$ cat src/rtl/exc_seq_if.sv
// rtl/exc_seq_if.sv - WB event, CSR commit and fetch redirect signals of the exception sequencer
interface exc_seq_if;
  // WB stage event
  logic        wb_valid;
  logic [31:0] wb_pc;
  logic [31:0] wb_vaddr;
  logic [5:0]  wb_exc_vec;
  logic        wb_ertn;
  logic        wb_accept;

  // CSR file side
  logic [31:0] ex_entry;
  logic [31:0] ertn_entry;
  logic        csr_wb_ex;
  logic [5:0]  csr_wb_ecode;
  logic [8:0]  csr_wb_esubcode;
  logic [31:0] csr_wb_pc;
  logic [31:0] csr_wb_vaddr;
  logic        csr_ertn_flush;

  // pipeline kill and fetch redirect
  logic        pipe_flush;
  logic        redirect_valid;
  logic [31:0] redirect_pc;
  logic        redirect_ready;

  // pipeline/CSR side
  modport master (
    output wb_valid, wb_pc, wb_vaddr, wb_exc_vec, wb_ertn,
    output ex_entry, ertn_entry, redirect_ready,
    input  wb_accept, csr_wb_ex, csr_wb_ecode, csr_wb_esubcode,
    input  csr_wb_pc, csr_wb_vaddr, csr_ertn_flush,
    input  pipe_flush, redirect_valid, redirect_pc
  );

  // sequencer side
  modport slave (
    input  wb_valid, wb_pc, wb_vaddr, wb_exc_vec, wb_ertn,
    input  ex_entry, ertn_entry, redirect_ready,
    output wb_accept, csr_wb_ex, csr_wb_ecode, csr_wb_esubcode,
    output csr_wb_pc, csr_wb_vaddr, csr_ertn_flush,
    output pipe_flush, redirect_valid, redirect_pc
  );
endinterface

$ cat src/rtl/exc_seq.sv
// rtl/exc_seq.sv - exception / ertn commit sequencer: CSR commit pulse, pipeline flush, fetch redirect
module exc_seq #(
  parameter int CNT_W = 16
) (
  input  logic             clk,
  input  logic             reset,
  exc_seq_if.slave         bus,
  output logic [CNT_W-1:0] exc_count
);

  typedef enum logic [1:0] {
    S_IDLE     = 2'd0,
    S_COMMIT   = 2'd1,
    S_REDIRECT = 2'd2
  } state_t;

  state_t            r_state;
  state_t            w_state_nxt;

  logic              r_is_exc;
  logic [5:0]        r_ecode;
  logic [31:0]       r_pc;
  logic [31:0]       r_vaddr;
  logic [31:0]       r_redirect_pc;
  logic [CNT_W-1:0]  r_count;

  logic              w_event_exc;
  logic              w_event_ertn;
  logic              w_start;
  logic [5:0]        w_ecode;
  logic              w_adef_wins;

  logic              w_accept;
  logic              w_wb_ex;
  logic              w_ertn_flush;
  logic              w_pipe_flush;
  logic              w_redirect_valid;

  // an exception in WB always beats a concurrent ertn
  assign w_event_exc  = bus.wb_valid & (|bus.wb_exc_vec);
  assign w_event_ertn = bus.wb_valid & ~(|bus.wb_exc_vec) & bus.wb_ertn;
  assign w_start      = w_event_exc | w_event_ertn;

  // priority-encode the cause flags: INT > ADEF > INE > SYS > BRK > ALE
  always_comb begin
    w_ecode     = 6'h00;
    w_adef_wins = 1'b0;
    if (bus.wb_exc_vec[0]) begin
      w_ecode = 6'h00;
    end else if (bus.wb_exc_vec[1]) begin
      w_ecode     = 6'h08;
      w_adef_wins = 1'b1;
    end else if (bus.wb_exc_vec[2]) begin
      w_ecode = 6'h0D;
    end else if (bus.wb_exc_vec[3]) begin
      w_ecode = 6'h0B;
    end else if (bus.wb_exc_vec[4]) begin
      w_ecode = 6'h0C;
    end else if (bus.wb_exc_vec[5]) begin
      w_ecode = 6'h09;
    end
  end

  // state register
  always_ff @(posedge clk or posedge reset) begin
    if (reset) begin
      r_state <= S_IDLE;
    end else begin
      r_state <= w_state_nxt;
    end
  end

  // next-state and per-state outputs; WB inputs only matter in IDLE
  always_comb begin
    w_state_nxt      = r_state;
    w_accept         = 1'b0;
    w_wb_ex          = 1'b0;
    w_ertn_flush     = 1'b0;
    w_pipe_flush     = 1'b0;
    w_redirect_valid = 1'b0;
    case (r_state)
      S_IDLE: begin
        w_accept = 1'b1;
        if (w_start) begin
          w_state_nxt = S_COMMIT;
        end
      end
      S_COMMIT: begin
        w_wb_ex      = r_is_exc;
        w_ertn_flush = ~r_is_exc;
        w_pipe_flush = 1'b1;
        w_state_nxt  = S_REDIRECT;
      end
      S_REDIRECT: begin
        w_pipe_flush     = 1'b1;
        w_redirect_valid = 1'b1;
        if (bus.redirect_ready) begin
          w_state_nxt = S_IDLE;
        end
      end
      default: begin
        w_state_nxt = S_IDLE;
      end
    endcase
  end

  // capture the event kind and, for exceptions, the cause/PC/bad address; held until the next event
  always_ff @(posedge clk or posedge reset) begin
    if (reset) begin
      r_is_exc <= 1'b0;
      r_ecode  <= 6'h00;
      r_pc     <= 32'h0;
      r_vaddr  <= 32'h0;
    end else if (r_state == S_IDLE && w_start) begin
      r_is_exc <= w_event_exc;
      if (w_event_exc) begin
        r_ecode <= w_ecode;
        r_pc    <= bus.wb_pc;
        r_vaddr <= w_adef_wins ? bus.wb_pc : bus.wb_vaddr;
      end
    end
  end

  // redirect target is sampled from the CSR file as COMMIT hands over to REDIRECT
  always_ff @(posedge clk or posedge reset) begin
    if (reset) begin
      r_redirect_pc <= 32'h0;
    end else if (r_state == S_COMMIT) begin
      r_redirect_pc <= r_is_exc ? bus.ex_entry : bus.ertn_entry;
    end
  end

  // count committed exceptions, sticking at all-ones
  always_ff @(posedge clk or posedge reset) begin
    if (reset) begin
      r_count <= '0;
    end else if (w_wb_ex && (r_count != {CNT_W{1'b1}})) begin
      r_count <= r_count + 1'b1;
    end
  end

  assign bus.wb_accept       = w_accept;
  assign bus.csr_wb_ex       = w_wb_ex;
  assign bus.csr_ertn_flush  = w_ertn_flush;
  assign bus.csr_wb_ecode    = r_ecode;
  assign bus.csr_wb_esubcode = 9'h000;
  assign bus.csr_wb_pc       = r_pc;
  assign bus.csr_wb_vaddr    = r_vaddr;
  assign bus.pipe_flush      = w_pipe_flush;
  assign bus.redirect_valid  = w_redirect_valid;
  assign bus.redirect_pc     = r_redirect_pc;
  assign exc_count           = r_count;

endmodule

$ cat src/flat_wrapper.sv
// flat-port wrapper written by rule: the top's interface ports become plain ports
module exc_seq_flat 
#(
  parameter int CNT_W = 16
)
  (clk, reset, exc_count, bus_wb_valid, bus_wb_pc, bus_wb_vaddr, bus_wb_exc_vec, bus_wb_ertn, bus_ex_entry, bus_ertn_entry, bus_redirect_ready, bus_wb_accept, bus_csr_wb_ex, bus_csr_wb_ecode, bus_csr_wb_esubcode, bus_csr_wb_pc, bus_csr_wb_vaddr, bus_csr_ertn_flush, bus_pipe_flush, bus_redirect_valid, bus_redirect_pc);
  exc_seq_if bus_i ();
  input  logic clk;
  input  logic reset;
  output logic [CNT_W-1:0] exc_count;
  input wire logic [$bits(bus_i.wb_valid)-1:0] bus_wb_valid;
  input wire logic [$bits(bus_i.wb_pc)-1:0] bus_wb_pc;
  input wire logic [$bits(bus_i.wb_vaddr)-1:0] bus_wb_vaddr;
  input wire logic [$bits(bus_i.wb_exc_vec)-1:0] bus_wb_exc_vec;
  input wire logic [$bits(bus_i.wb_ertn)-1:0] bus_wb_ertn;
  input wire logic [$bits(bus_i.ex_entry)-1:0] bus_ex_entry;
  input wire logic [$bits(bus_i.ertn_entry)-1:0] bus_ertn_entry;
  input wire logic [$bits(bus_i.redirect_ready)-1:0] bus_redirect_ready;
  output wire logic [$bits(bus_i.wb_accept)-1:0] bus_wb_accept;
  output wire logic [$bits(bus_i.csr_wb_ex)-1:0] bus_csr_wb_ex;
  output wire logic [$bits(bus_i.csr_wb_ecode)-1:0] bus_csr_wb_ecode;
  output wire logic [$bits(bus_i.csr_wb_esubcode)-1:0] bus_csr_wb_esubcode;
  output wire logic [$bits(bus_i.csr_wb_pc)-1:0] bus_csr_wb_pc;
  output wire logic [$bits(bus_i.csr_wb_vaddr)-1:0] bus_csr_wb_vaddr;
  output wire logic [$bits(bus_i.csr_ertn_flush)-1:0] bus_csr_ertn_flush;
  output wire logic [$bits(bus_i.pipe_flush)-1:0] bus_pipe_flush;
  output wire logic [$bits(bus_i.redirect_valid)-1:0] bus_redirect_valid;
  output wire logic [$bits(bus_i.redirect_pc)-1:0] bus_redirect_pc;
  assign bus_i.wb_valid = bus_wb_valid;
  assign bus_i.wb_pc = bus_wb_pc;
  assign bus_i.wb_vaddr = bus_wb_vaddr;
  assign bus_i.wb_exc_vec = bus_wb_exc_vec;
  assign bus_i.wb_ertn = bus_wb_ertn;
  assign bus_i.ex_entry = bus_ex_entry;
  assign bus_i.ertn_entry = bus_ertn_entry;
  assign bus_i.redirect_ready = bus_redirect_ready;
  assign bus_wb_accept = bus_i.wb_accept;
  assign bus_csr_wb_ex = bus_i.csr_wb_ex;
  assign bus_csr_wb_ecode = bus_i.csr_wb_ecode;
  assign bus_csr_wb_esubcode = bus_i.csr_wb_esubcode;
  assign bus_csr_wb_pc = bus_i.csr_wb_pc;
  assign bus_csr_wb_vaddr = bus_i.csr_wb_vaddr;
  assign bus_csr_ertn_flush = bus_i.csr_ertn_flush;
  assign bus_pipe_flush = bus_i.pipe_flush;
  assign bus_redirect_valid = bus_i.redirect_valid;
  assign bus_redirect_pc = bus_i.redirect_pc;
  exc_seq #(.CNT_W(CNT_W)) u_core (.clk(clk), .reset(reset), .bus(bus_i), .exc_count(exc_count));
endmodule
$ cat config.mk
export PLATFORM = sky130hd
export DESIGN_NAME = exc_seq_flat
export DESIGN_NICKNAME = d
export VERILOG_FILES = /design/src/rtl/exc_seq_if.sv /design/src/rtl/exc_seq.sv /design/src/flat_wrapper.sv
export SDC_FILE = /design/constraint.sdc
export NUM_CORES = 1
export LEC_CHECK = 0
export BUFFER_PORTS_ARGS = -buffer_cell sky130_fd_sc_hd__buf_4
export CAP_MARGIN = 20
export CORE_ASPECT_RATIO = 0.7
export CORE_MARGIN = 5
export CORE_UTILIZATION = 40
export CTS_BUF_LIST = sky130_fd_sc_hd__clkbuf_8
export DETAILED_ROUTE_END_ITERATION = 16
export PLACE_DENSITY = 0.8
export REMOVE_ABC_BUFFERS = 1
export SYNTH_ARGS = -nofsm -noshare
export SYNTH_HDL_FRONTEND = slang
export SYNTH_SLANG_ARGS = --single-unit
$ cat constraint.sdc
create_clock -name clk -period 6 [get_ports clk]
set_clock_uncertainty 0.05 [all_clocks]
set_input_delay 1.2 -clock clk [delete_from_list [all_inputs] [get_ports clk]]
set_output_delay 1.2 -clock clk [all_outputs]
set_load 0.01 [all_outputs]
==> summary.txt, run 1 <==
Run
  – # Max-Cap Violations: 0

Synthesis
  – Synth Instances: 475
  – Sequential area share after synthesis: 54.56%
  – Async set or reset register ratio after synthesis: 100.0%
  – Cell area after synthesis: 5458 µm²
  – Synth Area per Inst: 11.49 µm²
  – Synth Register Bits: 119
  – Post-synth EDFFs: 0
  – Distinct cells, synth: 40
  – Yosys warns: 0
  – Ys flop type: dfrtp_1

STA
  – Worst Max-Slew Pin Slew: 0.9490 ns
  – Hold Vio Cnt, Final: 0
  – Rel. slew slack: 36.73%
  – Pins Over Slew Limit: 0
  – Crit path time final: 3.471 ns
  – Period utilisation layout: 57.86%
  – Setup_tns: 0 ns
  – Max Fclk: 0.2881 GHz
  – Final worst-path setup slack: 2.529 ns
  – RSZ-0062 raised after global routing: no
  – Final setup fails: 0

Global route
  – Initial antenna violation count: 0
  – Largest net degree at the start of global routing: 90
  – Overflow after GRT: 0
  – Vias in the first global route: 4772
  – First-pass GRT wire length: 24.06 mm
  – Total GRT Usage: 18.84%

Clocking
  – Number of setup buffers added after CTS: 0
  – Htree depth: 4
  – Clk slew on worst S/H paths: 0.08 ns
  – Post-CTS Hold Buffers: 0
  – Total CTS buffers: 17
  – CTS root buffer: clkbuf_8
  – Longest Clk Path Bufs: 2
  – CTS tree: done
  – Worst-Skew Late Latency: 0.43 ns
  – Post-cts resize count: 0
  – # clock sinks: 119

Drt
  – Drt wl/cell: 16.63 µm
  – Iter 0 DRT Violations: 181
  – Drc violations: 0
  – Final WL: 15.40 mm
  – First drt pass iteration count: 4
  – Post-DRT Antenna Nets: 0
  – Vias: 4490
  – Avg Vias per Cell: 4.849

Power and ir drop
  – PwrDens: 473.2 nW/µm²
  – Leakage: 3.976 nW
  – Worst vdd ir: 0.2448 mV
  – Total power: 0.003719 W

Die
  – # rows: 35
  – Starting Density: 41.13%
  – Io pins: 271
  – Core area: 13270 µm²
  – Chip height: 107.7 µm
  – Die area: 16120 µm²
  – Die W: 149.6 µm

Worst setup path
  – Crit Path Category: flip-flop to primary output
  – CP Capture Type: primary output
  – Crit path max fanout: 67
  – CP arrival: 2.22 ns
  – CP startpoint kind: flip-flop
  – Crit path required time: 4.75 ns

Placed design
  – Pre-CTS worst setup slack: 2.835 ns
  – IO buf count: 259
  – DP HPWL: 11.72 mm
  – Gpl congestion: 0.8144

Cells and area
  – Fillers: 1089
  – Layout cells sized above 1: 45.61%
  – Util after Layout: 59.23%
  – Final nets: 872
  – # diodes: 0
  – Synth-to-Final Area Change: 43.99%

Worst hold path
  – HP Class: flip-flop to flip-flop

Outcome
  – Status: finished, final reports clean
layout by cell type (no fill, tap or decap), drive strengths merged, types with 4 or more instances in the layout:
master,Yosys,layout
buf,31,264
dfrtp,119,119
nor2,71,71
a21oi,66,66
mux2i,65,65
mux2,33,33
clkbuf,9,18
xnor2,12,12
conb,1,11
inv,8,11
o21ai,8,8
clkinv,0,8
and4,7,7
ha,5,5
nand2,4,4
and3,4,4
o211ai,4,4
nand3,4,4
worst max-delay path, stage by stage, from the launching register on:
cell and delay [ns]:
dfrtp_1 0.39, inv_1 0.13, ha_2 0.18, buf_4 0.49, and2_1 0.39, buf_4 0.19
registers in the layout (all words and copies together) (netlist names):
signal,flops
u_core.bus.csr_wb_ecode,4
u_core.bus.csr_wb_pc,32
u_core.bus.csr_wb_vaddr,32
u_core.bus.redirect_pc,32
u_core.exc_count,16
u_core.r_is_exc,1
u_core.r_state,2
final timing paths:
| kind | startpoint | end | slack, ns | depth (start not counted) |
|---|---|---|---|---|
| max | u_core.r_state[1] | bus_csr_wb_ex | 2.53 | 5 |
| min | u_core.exc_count[15] | u_core.exc_count[15] | 0.46 | 1 |
| max reg2reg | u_core.r_state[1] | u_core.bus.csr_wb_pc[6] | 3.31 | 6 |
| min reg2reg | u_core.exc_count[15] | u_core.exc_count[15] | 0.46 | 1 |
| max in group asynchronous | reset | u_core.bus.csr_wb_pc[27] | 3.81 | 3 |
| min in group asynchronous | reset | u_core.bus.csr_wb_vaddr[17] | 0.89 | 2 |
cell families (layout without fill, tap and decap cells):
| logic type | after synthesis | in the layout | share of synthesized area (%) |
|---|---|---|---|
| flip-flops | 119 | 119 | 54.56 |
| AND/OR/NAND/NOR | 105 | 105 | 9.124 |
| multiplexers | 98 | 98 | 19.21 |
| AO/OA/AOI/OAI | 86 | 86 | 8.620 |
| buffers and inverters | 48 | 304 | 5.181 |
| XOR/XNOR | 13 | 13 | 2.086 |
| adder cells (fa/ha/maj) | 5 | 5 | 1.146 |
| other | 1 | 11 | 0.06871 |
per-layer routing:
metal	track usage, %	vias up	part of all wire (%)
li1	-	2136	-
met1	21.05	2142	37
met2	31.77	192	49
met3	8.502	20	12
met4	7.054	0	1.5
met5	0	-	0
per-stage QoR:
stage,hold slack (ns),instances,area [µm²]
floorplan,0.4701,445,5243
global placement,0.4395,893,7465
detailed placement,0.4439,893,7465
CTS,0.4586,925,7839
global route,0.4761,926,7859
finish,0.4594,926,7859
area by class of cell:
class                      count  area [µm²]  area share [%]
clock buffer                  18       247.7           3.152
clock inverter                14       126.4           1.608
inverter                       8       32.53          0.4139
multi-input combinational    318        2247           28.59
sequential                   119        2979           37.91
tap                          185       231.5           2.945
timing repair buffer         264        1994           25.38
synthesized netlist by cell type (4+ instances only):
master    instances  area share [%]
buf_2            13             1.2
buf_4            11             1.5
dfrtp_1         119              55
buf_6             6             1.2
and4_1            7             1.1
o211ai_1          4            0.55
mux2_2           26             5.4
a21oi_1          65             6.0
xnor2_1          12             1.9
inv_1             8            0.55
o21ai_0           7            0.64
and3_1            4            0.46
clkbuf_1          9            0.62
nor2_1           71             4.9
nand2_1           4            0.28
mux2_4            7             1.9
ha_1              5             1.1
mux2i_1          65              12
report_power, final:
group | total (W) | internal [W] | switching, W
logic | 0.00165 | 0.000847 | 0.000802
registers | 0.00139 | 0.00116 | 0.000224
clock network | 0.000684 | 0.000341 | 0.000343
Note: power is estimated with default switching activity, not from simulation.
==> run 2, diff against run 1 <==
--- a/config.mk
+++ b/config.mk
@@ -12,7 +12,7 @@
 export CORE_UTILIZATION = 40
 export CTS_BUF_LIST = sky130_fd_sc_hd__clkbuf_8
 export DETAILED_ROUTE_END_ITERATION = 16
-export PLACE_DENSITY = 0.8
+export PLACE_DENSITY = 0.83
 export REMOVE_ABC_BUFFERS = 1
 export SYNTH_ARGS = -nofsm -noshare
 export SYNTH_HDL_FRONTEND = slang
==> constraint.sdc (replaced) <==
create_clock -name clk -period 3.1 [get_ports clk]
set_clock_uncertainty 0.05 [all_clocks]
set_input_delay 0.62 -clock clk [delete_from_list [all_inputs] [get_ports clk]]
set_output_delay 0.62 -clock clk [all_outputs]
set_load 0.01 [all_outputs]
==> run 2 against run 1 <==
Against the previous run: core utilization up 0.61 points; critical path depth down 1; setup slack worse by 1.9 ns; critical path type unchanged; highest routed layer unchanged; register-to-register slack worse by 2.3 ns; power up 100%.
==> summary.txt, run 2 (same netlist as run 1, synthesis figures left out) <==
Die
  – Chip height: 107.7 µm (unchanged)
  – Starting Density: 41.13% (unchanged)
  – Io pins: 271 (unchanged)
  – # rows: 35 (unchanged)
  – Die area: 16120 µm² (unchanged)
  – Core area: 13270 µm² (unchanged)
  – Die W: 149.6 µm (unchanged)

Global route
  – Overflow after GRT: 0 (unchanged)
  – Initial antenna violation count: 0 (unchanged)
  – Vias in the first global route: 4895 (was 4772)
  – Largest net degree at the start of global routing: 103 (was 90)
  – First-pass GRT wire length: 24.51 mm (was 24.06 mm)
  – Total GRT Usage: 19.16% (was 18.84%)

STA
  – Rel. slew slack: 58.33% (was 36.73%)
  – Crit path time final: 2.430 ns
  – Final setup fails: 0 (unchanged)
  – Pins Over Slew Limit: 0 (unchanged)
  – Hold Vio Cnt, Final: 0 (unchanged)
  – Worst hold slack: 0.1803 ns (was 0.4594 ns)
  – Worst Max-Slew Pin Slew: 0.6251 ns (was 0.9490 ns)
  – Period utilisation layout: 78.39%
  – RSZ-0062 raised after global routing: no (unchanged)
  – Max Fclk: 0.4115 GHz

Cells and area
  – Commonest non-fill, non-tap cell in the layout: buf_4 (unchanged)
  – Fillers: 1099 (was 1089)
  – Commonest cells after routing, fill and taps aside: 265 x buf_4, 118 x dfrtp_1, 71 x nor2_1 (was 263 x buf_4, 118 x dfrtp_1, 71 x nor2_1)
  – Layout cells sized above 1: 45.56% (was 45.61%)
  – Synth-to-Final Area Change: 45.48% (was 43.99%)
  – Final nets: 875 (was 872)
  – # diodes: 0 (unchanged)

Worst setup path
  – Stages on the worst setup path: 4 (was 5)
  – CP arrival: 1.76 ns (was 2.22 ns)
  – Crit path buf inv count: 2 (was 3)
  – Reg2reg setup slack: 1.00 ns (was 3.31 ns)
  – Crit path to: bus_csr_wb_ex (unchanged)
  – Reg-to-reg startpoint: u_core.r_state[1] (unchanged)
  – CP Cell Sequence: inv_1 > ha_2 > and2_1 > buf_4 (was inv_1 > ha_2 > buf_4 > and2_1 > buf_4)
  – Crit path launch: u_core.r_state[1] (unchanged)
  – Crit path max-delay cell type: dfrtp_1 (was buf_4)
  – Crit-path max cell delay: 0.38 ns (was 0.49 ns)
  – Delay-heaviest family, CP: flip-flops (was buffers and inverters)
  – Crit Path Category: flip-flop to primary output (unchanged)
  – CP Capture Type: primary output (unchanged)
  – Crit path max fanout: 9 (was 67)
  – CP startpoint kind: flip-flop (unchanged)
  – Reg2reg path depth: 6 (unchanged)
  – Reg-to-reg endpoint: u_core.bus.csr_wb_pc[6] (unchanged)
  – Crit path required time: 2.43 ns (was 4.75 ns)

Clocking
  – Worst-Skew Late Latency: 0.42 ns (was 0.43 ns)
  – CTS root buffer: clkbuf_8 (unchanged)
  – Number of setup buffers added after CTS: 0 (unchanged)
  – Total CTS buffers: 17 (unchanged)
  – Longest Clk Path Bufs: 2 (unchanged)
  – Htree depth: 4 (unchanged)
  – Post-CTS Hold Buffers: 0 (unchanged)
  – # clock sinks: 119 (unchanged)
  – Clk slew on worst S/H paths: 0.07 ns (was 0.08 ns)
  – Post-cts resize count: 0 (unchanged)
  – CTS tree: done (unchanged)

Power and ir drop
  – Total power: 0.007422 W (was 0.003719 W)
  – Worst vdd ir: 0.5705 mV (was 0.2448 mV)
  – Leakage: 4.014 nW (was 3.976 nW)
  – PwrDens: 934.7 nW/µm² (was 473.2 nW/µm²)

Placed design
  – IO buf count: 259 (unchanged)
  – Gpl congestion: 0.8428 (was 0.8144)
  – DP HPWL: 11.86 mm (was 11.72 mm)

Drt
  – Drc violations: 0 (unchanged)
  – First drt pass iteration count: 4 (unchanged)
  – Top sig layer: met4 (unchanged)
  – Wire length on met1: 5.878 mm (was 5.771 mm)
  – Vias: 4519 (was 4490)
  – Met2 wire length: 7.664 mm (was 7.606 mm)
  – Final WL: 15.70 mm (was 15.40 mm)
  – Met3 routed WL: 1.897 mm (was 1.789 mm)
  – Avg Vias per Cell: 4.864 (was 4.849)
  – Iter 0 DRT Violations: 138 (was 181)
  – Drt wl/cell: 16.90 µm (was 16.63 µm)
  – Post-DRT Antenna Nets: 0 (unchanged)

Worst hold path
  – HP Class: primary input to async pin (was flip-flop to flip-flop)

Outcome
  – Status: finished, final reports clean (unchanged)

Run
  – # Max-Cap Violations: 0 (unchanged)
## run 2: worst register-to-register path, stage by stage, from the launching register on
cell and delay [ns]:
dfrtp_1 0.38, inv_1 0.13, ha_1 0.27, nand2_1 0.15, a21oi_4 0.17, buf_12 0.36
mux2_2 0.47
## run 2: area by class of cell
cell class / instances / area [µm²] / area share [%]
flip-flops and latches: 119 / 2979 / 37.52
multi-input cells: 318 / 2247 / 28.30
repair buffers: 267 / 2029 / 25.56
clock buffers: 17 / 234.0 / 2.947
well taps: 185 / 231.5 / 2.915
clock inverters: 15 / 186.4 / 2.348
inverters: 8 / 32.53 / 0.4097
## run 2: how the worst min path moves through the flow
stage	startpoint	end	slack (ns)
6_report	reset	u_core.bus.csr_wb_vaddr[7]	0.18
3_5_place_dp	u_core.bus.csr_wb_pc[11]	u_core.bus.csr_wb_pc[11]	0.45
3_3_place_gp	u_core.exc_count[15]	u_core.exc_count[15]	0.44
2_1_floorplan	u_core.exc_count[15]	u_core.exc_count[15]	0.47
5_1_grt	reset	u_core.bus.csr_wb_pc[7]	0.19
4_1_cts	reset	u_core.bus.csr_wb_vaddr[7]	0.18
## run 2: metal layers
metal  vias up  track usage (%)
met4         0            6.597
met2       203            32.77
met5         -                0
li1       2142                -
met1      2153            20.75
met3        21            9.428
## run 2: stage by stage
stage	utilization, %	worst slack [ns]	TNS (ns)	cells	cell area, µm²
4_1_cts	59.84	0.6071	0	929	7940
5_1_grt	59.84	0.4934	0	929	7940
3_3_place_gp	56.67	1.058	0	897	7520
2_1_floorplan	-	-0.7281	-127.33	445	5243
3_5_place_dp	56.67	1.002	0	897	7520
6_report	59.84	0.6699	0	929	7940
## run 2: power breakdown
part           switching [W]  leakage (nW)  total [W]  internal, W
clock               0.000633         0.210    0.00150     0.000866
sequential          0.000446          1.37    0.00270      0.00225
combinational        0.00156          2.43    0.00323      0.00166
total                0.00264          4.01    0.00742      0.00478
==> run 3, diff against run 2 <==
--- a/config.mk
+++ b/config.mk
@@ -5,6 +5,7 @@
 export SDC_FILE = /design/constraint.sdc
 export NUM_CORES = 1
 export LEC_CHECK = 0
+export ABC_AREA = 1
 export BUFFER_PORTS_ARGS = -buffer_cell sky130_fd_sc_hd__buf_4
 export CAP_MARGIN = 20
 export CORE_ASPECT_RATIO = 0.7
@@ -12,7 +13,7 @@
 export CORE_UTILIZATION = 40
 export CTS_BUF_LIST = sky130_fd_sc_hd__clkbuf_8
 export DETAILED_ROUTE_END_ITERATION = 16
-export PLACE_DENSITY = 0.83
+export PLACE_DENSITY = 0.8
 export REMOVE_ABC_BUFFERS = 1
 export SYNTH_ARGS = -nofsm -noshare
 export SYNTH_HDL_FRONTEND = slang
==> constraint.sdc (replaced) <==
create_clock -name clk -period 2.4 [get_ports clk]
set_clock_uncertainty 0.05 [all_clocks]
set_input_delay 0.48 -clock clk [delete_from_list [all_inputs] [get_ports clk]]
set_output_delay 0.48 -clock clk [all_outputs]
set_load 0.01 [all_outputs]
==> run 3 against run 2 <==
Against the previous run: cell area increased by 0.96%; critical path depth increased by 2; via count increased by 20%; core utilization decreased by 1.7 points; sequential cell count unchanged; critical path type unchanged; die area increased by 1.6%; power increased by 23%; highest routed layer unchanged; first-iteration DRC count increased by 110%.
==> summary.txt, run 3 <==
Power and ir drop
  – Total power: 0.009145 W (was 0.007422 W)
  – Worst vdd ir: 0.5473 mV (was 0.5705 mV)
  – PwrDens: 1141 nW/µm² (was 934.7 nW/µm²)
  – Leakage: 4.148 nW (was 4.014 nW)

Clocking
  – Total CTS buffers: 17 (unchanged)
  – CTS root buffer: clkbuf_8 (unchanged)
  – Htree depth: 4 (unchanged)
  – # clock sinks: 119 (unchanged)
  – Post-CTS Hold Buffers: 0 (unchanged)
  – Clk slew on worst S/H paths: 0.08 ns (was 0.07 ns)
  – Post-cts resize count: 0 (unchanged)
  – CTS tree: done (unchanged)
  – Worst-Skew Late Latency: 0.42 ns (about the same)
  – Longest Clk Path Bufs: 2 (unchanged)
  – Number of setup buffers added after CTS: 0 (unchanged)

Worst setup path
  – Crit path top cell by count: buf_4
  – Crit Path Category: flip-flop to primary output (unchanged)
  – Crit path max-delay cell type: dfrtp_1 (unchanged)
  – Crit path buf inv count: 4 (was 2)
  – CP Capture Type: primary output (unchanged)
  – Crit path max fanout: 17 (was 9)
  – CP Cell Sequence: inv_1 > ha_1 > nand2_1 > clkinv_1 > buf_4 > buf_4 (was inv_1 > ha_2 > and2_1 > buf_4)
  – CP arrival: 1.59 ns (was 1.76 ns)
  – Delay-heaviest family, CP: buffers and inverters (was flip-flops)
  – Crit-path max cell delay: 0.41 ns (was 0.38 ns)
  – Crit path required time: 1.87 ns (was 2.43 ns)
  – CP startpoint kind: flip-flop (unchanged)

STA
  – Crit path time final: 2.125 ns
  – Hold Vio Cnt, Final: 0 (unchanged)
  – Pins Over Slew Limit: 0 (unchanged)
  – RSZ-0062 raised after global routing: no (unchanged)
  – Period utilisation layout: 88.53%
  – Worst hold slack: 0.06343 ns (was 0.1803 ns)
  – Max Fclk: 0.4707 GHz
  – Final setup fails: 0 (unchanged)
  – Final worst-path setup slack: 0.2754 ns (was 0.6699 ns)

Placed design
  – Pre-CTS worst setup slack: 0.4828 ns (was 1.002 ns)
  – Gpl congestion: 0.8413 (was 0.8428)
  – IO buf count: 259 (unchanged)
  – DP HPWL: 12.81 mm (was 11.86 mm)

Cells and area
  – Fillers: 1294 (was 1099)
  – # diodes: 0 (unchanged)
  – Util after Layout: 58.16% (was 59.84%)
  – Final nets: 1088 (was 875)
  – Commonest cells after routing, fill and taps aside: 307 x nand2_1, 267 x buf_4, 119 x dfrtp_1 (was 265 x buf_4, 118 x dfrtp_1, 71 x nor2_1)
  – Layout cells sized above 1: 32.81% (was 45.56%)
  – Synth-to-Final Area Change: 44.37% (was 45.48%)
  – Commonest non-fill, non-tap cell in the layout: nand2_1 (was buf_4)

Die
  – # rows: 36 (was 35)
  – Io pins: 271 (unchanged)
  – Die area: 16380 µm² (was 16120 µm²)
  – Starting Density: 40.29% (was 41.13%)
  – Chip height: 108.6 µm (was 107.7 µm)
  – Core area: 13780 µm² (was 13270 µm²)
  – Die W: 150.8 µm (was 149.6 µm)

Drt
  – Drt wl/cell: 14.89 µm (was 16.90 µm)
  – Final WL: 17.07 mm (was 15.70 mm)
  – Drc violations: 0 (unchanged)
  – Iter 0 DRT Violations: 288 (was 138)
  – First drt pass iteration count: 5 (was 4)
  – Vias: 5438 (was 4519)
  – Post-DRT Antenna Nets: 0 (unchanged)
  – Avg Vias per Cell: 4.741 (was 4.864)

Global route
  – First-pass GRT wire length: 26.35 mm (was 24.51 mm)
  – Overflow after GRT: 0 (unchanged)
  – Initial antenna violation count: 0 (unchanged)
  – Total GRT Usage: 20.47% (was 19.16%)
  – Largest net degree at the start of global routing: 97 (was 103)
  – Vias in the first global route: 5231 (was 4895)

Synthesis
  – Sequential area share after synthesis: 53.63% (was 54.56%)
  – Ys flop type: dfrtp_1 (unchanged)
  – Synth Instances: 691 (was 475)
  – Dominant cell type by area after synthesis: dfrtp_1 (unchanged)
  – Yosys warns: 0 (unchanged)
  – Most common cell in the netlist: nand2_1 (was dfrtp_1)
  – Post-synth EDFFs: 0 (unchanged)
  – Post-synth top area share: 53.63% (was 54.56%)
  – Async set or reset register ratio after synthesis: 100.0% (unchanged)
  – Synth top area cells: dfrtp_1 54%, nand2_1 21%, nand3_1 6.8% (was dfrtp_1 55%, mux2i_1 12%, a21oi_1 6.0%)
  – Most frequent cells after synthesis: 307 x nand2_1, 119 x dfrtp_1, 75 x nand3_1 (was 119 x dfrtp_1, 71 x nor2_1, 65 x a21oi_1, 65 x mux2i_1, 26 x mux2_2)
  – Synth Register Bits: 119 (unchanged)
  – Distinct cells, synth: 24 (was 40)
  – Synth Area per Inst: 8.036 µm² (was 11.49 µm²)
  – Cell area after synthesis: 5553 µm² (was 5458 µm²)

Worst hold path
  – HP Class: primary input to async pin (unchanged)

Outcome
  – Status: finished, final reports clean (unchanged)

Run
  – # Max-Cap Violations: 0 (unchanged)
run 3: layer usage:
metal | track usage (%) | part of all wire, % | wire [µm]
met2 | 34.35 | 49 | 8417
met3 | 7.080 | 8.7 | 1493
met5 | 0 | 0 | 0
met1 | 25.25 | 40 | 6883
met4 | 5.563 | 1.6 | 279
run 3: through the flow:
stage               instance area (µm²)  setup TNS [ns]  cells
global route                       8016               0   1147
global placement                   7641               0   1115
detailed placement                 7641               0   1115
finish                             8016               0   1147
floorplan                          5334         -154.19    655
CTS                                8016               0   1147
run 3: worst paths after layout:
path                                          start                         to  slack (ns)  depth (start not counted)
max                               u_core.r_state[1]              bus_csr_wb_ex        0.28                          6
min                                           reset   u_core.bus.csr_wb_pc[15]        0.06                          3
max reg2reg                     u_core.exc_count[1]       u_core.exc_count[10]        0.46                          8
min reg2reg                u_core.bus.csr_wb_pc[22]   u_core.bus.csr_wb_pc[22]        0.43                          2
max in group asynchronous                     reset       u_core.exc_count[10]        1.86                          3
min in group clk                  bus_ertn_entry[1]  u_core.bus.redirect_pc[1]        0.21                          3
run 3: cell families after synthesis:
group | share of synthesized area, %
AOI/OAI and AO/OA | 4.890
xor gates and xnor gates | 1.735
adders and majority gates | 1.127
buffers and inverters | 6.219
DFF | 53.63
other | 0.06753
and+or+nand+nor | 32.33
run 3: power by group:
group          switching [W]  leakage, nW  internal (W)
registers           0.000539         1.45       0.00288
logic                0.00213         2.51       0.00188
clock network       0.000865        0.181      0.000851
total                0.00353         4.15       0.00562
run 3: worst register-to-register path, delay by kind of cell, from the launching register on:
family,cells,cell delay [ns]
buffers and inverters,2,0.26
and+or+nand+nor,4,0.40
adders and majority gates,1,0.25
DFF,1,0.43
AOI/OAI and AO/OA,1,0.43
run 3: layout make-up:
class	count	area [µm²]	area share [%]
Multi-Input combinational cell	513	2270	28.31
Timing Repair Buffer	270	2064	25.75
Clock inverter	14	127.6	1.592
Clock buffer	18	247.7	3.090
Tap cell	190	237.7	2.966
Inverter	23	91.34	1.139
Sequential cell	119	2978	37.15
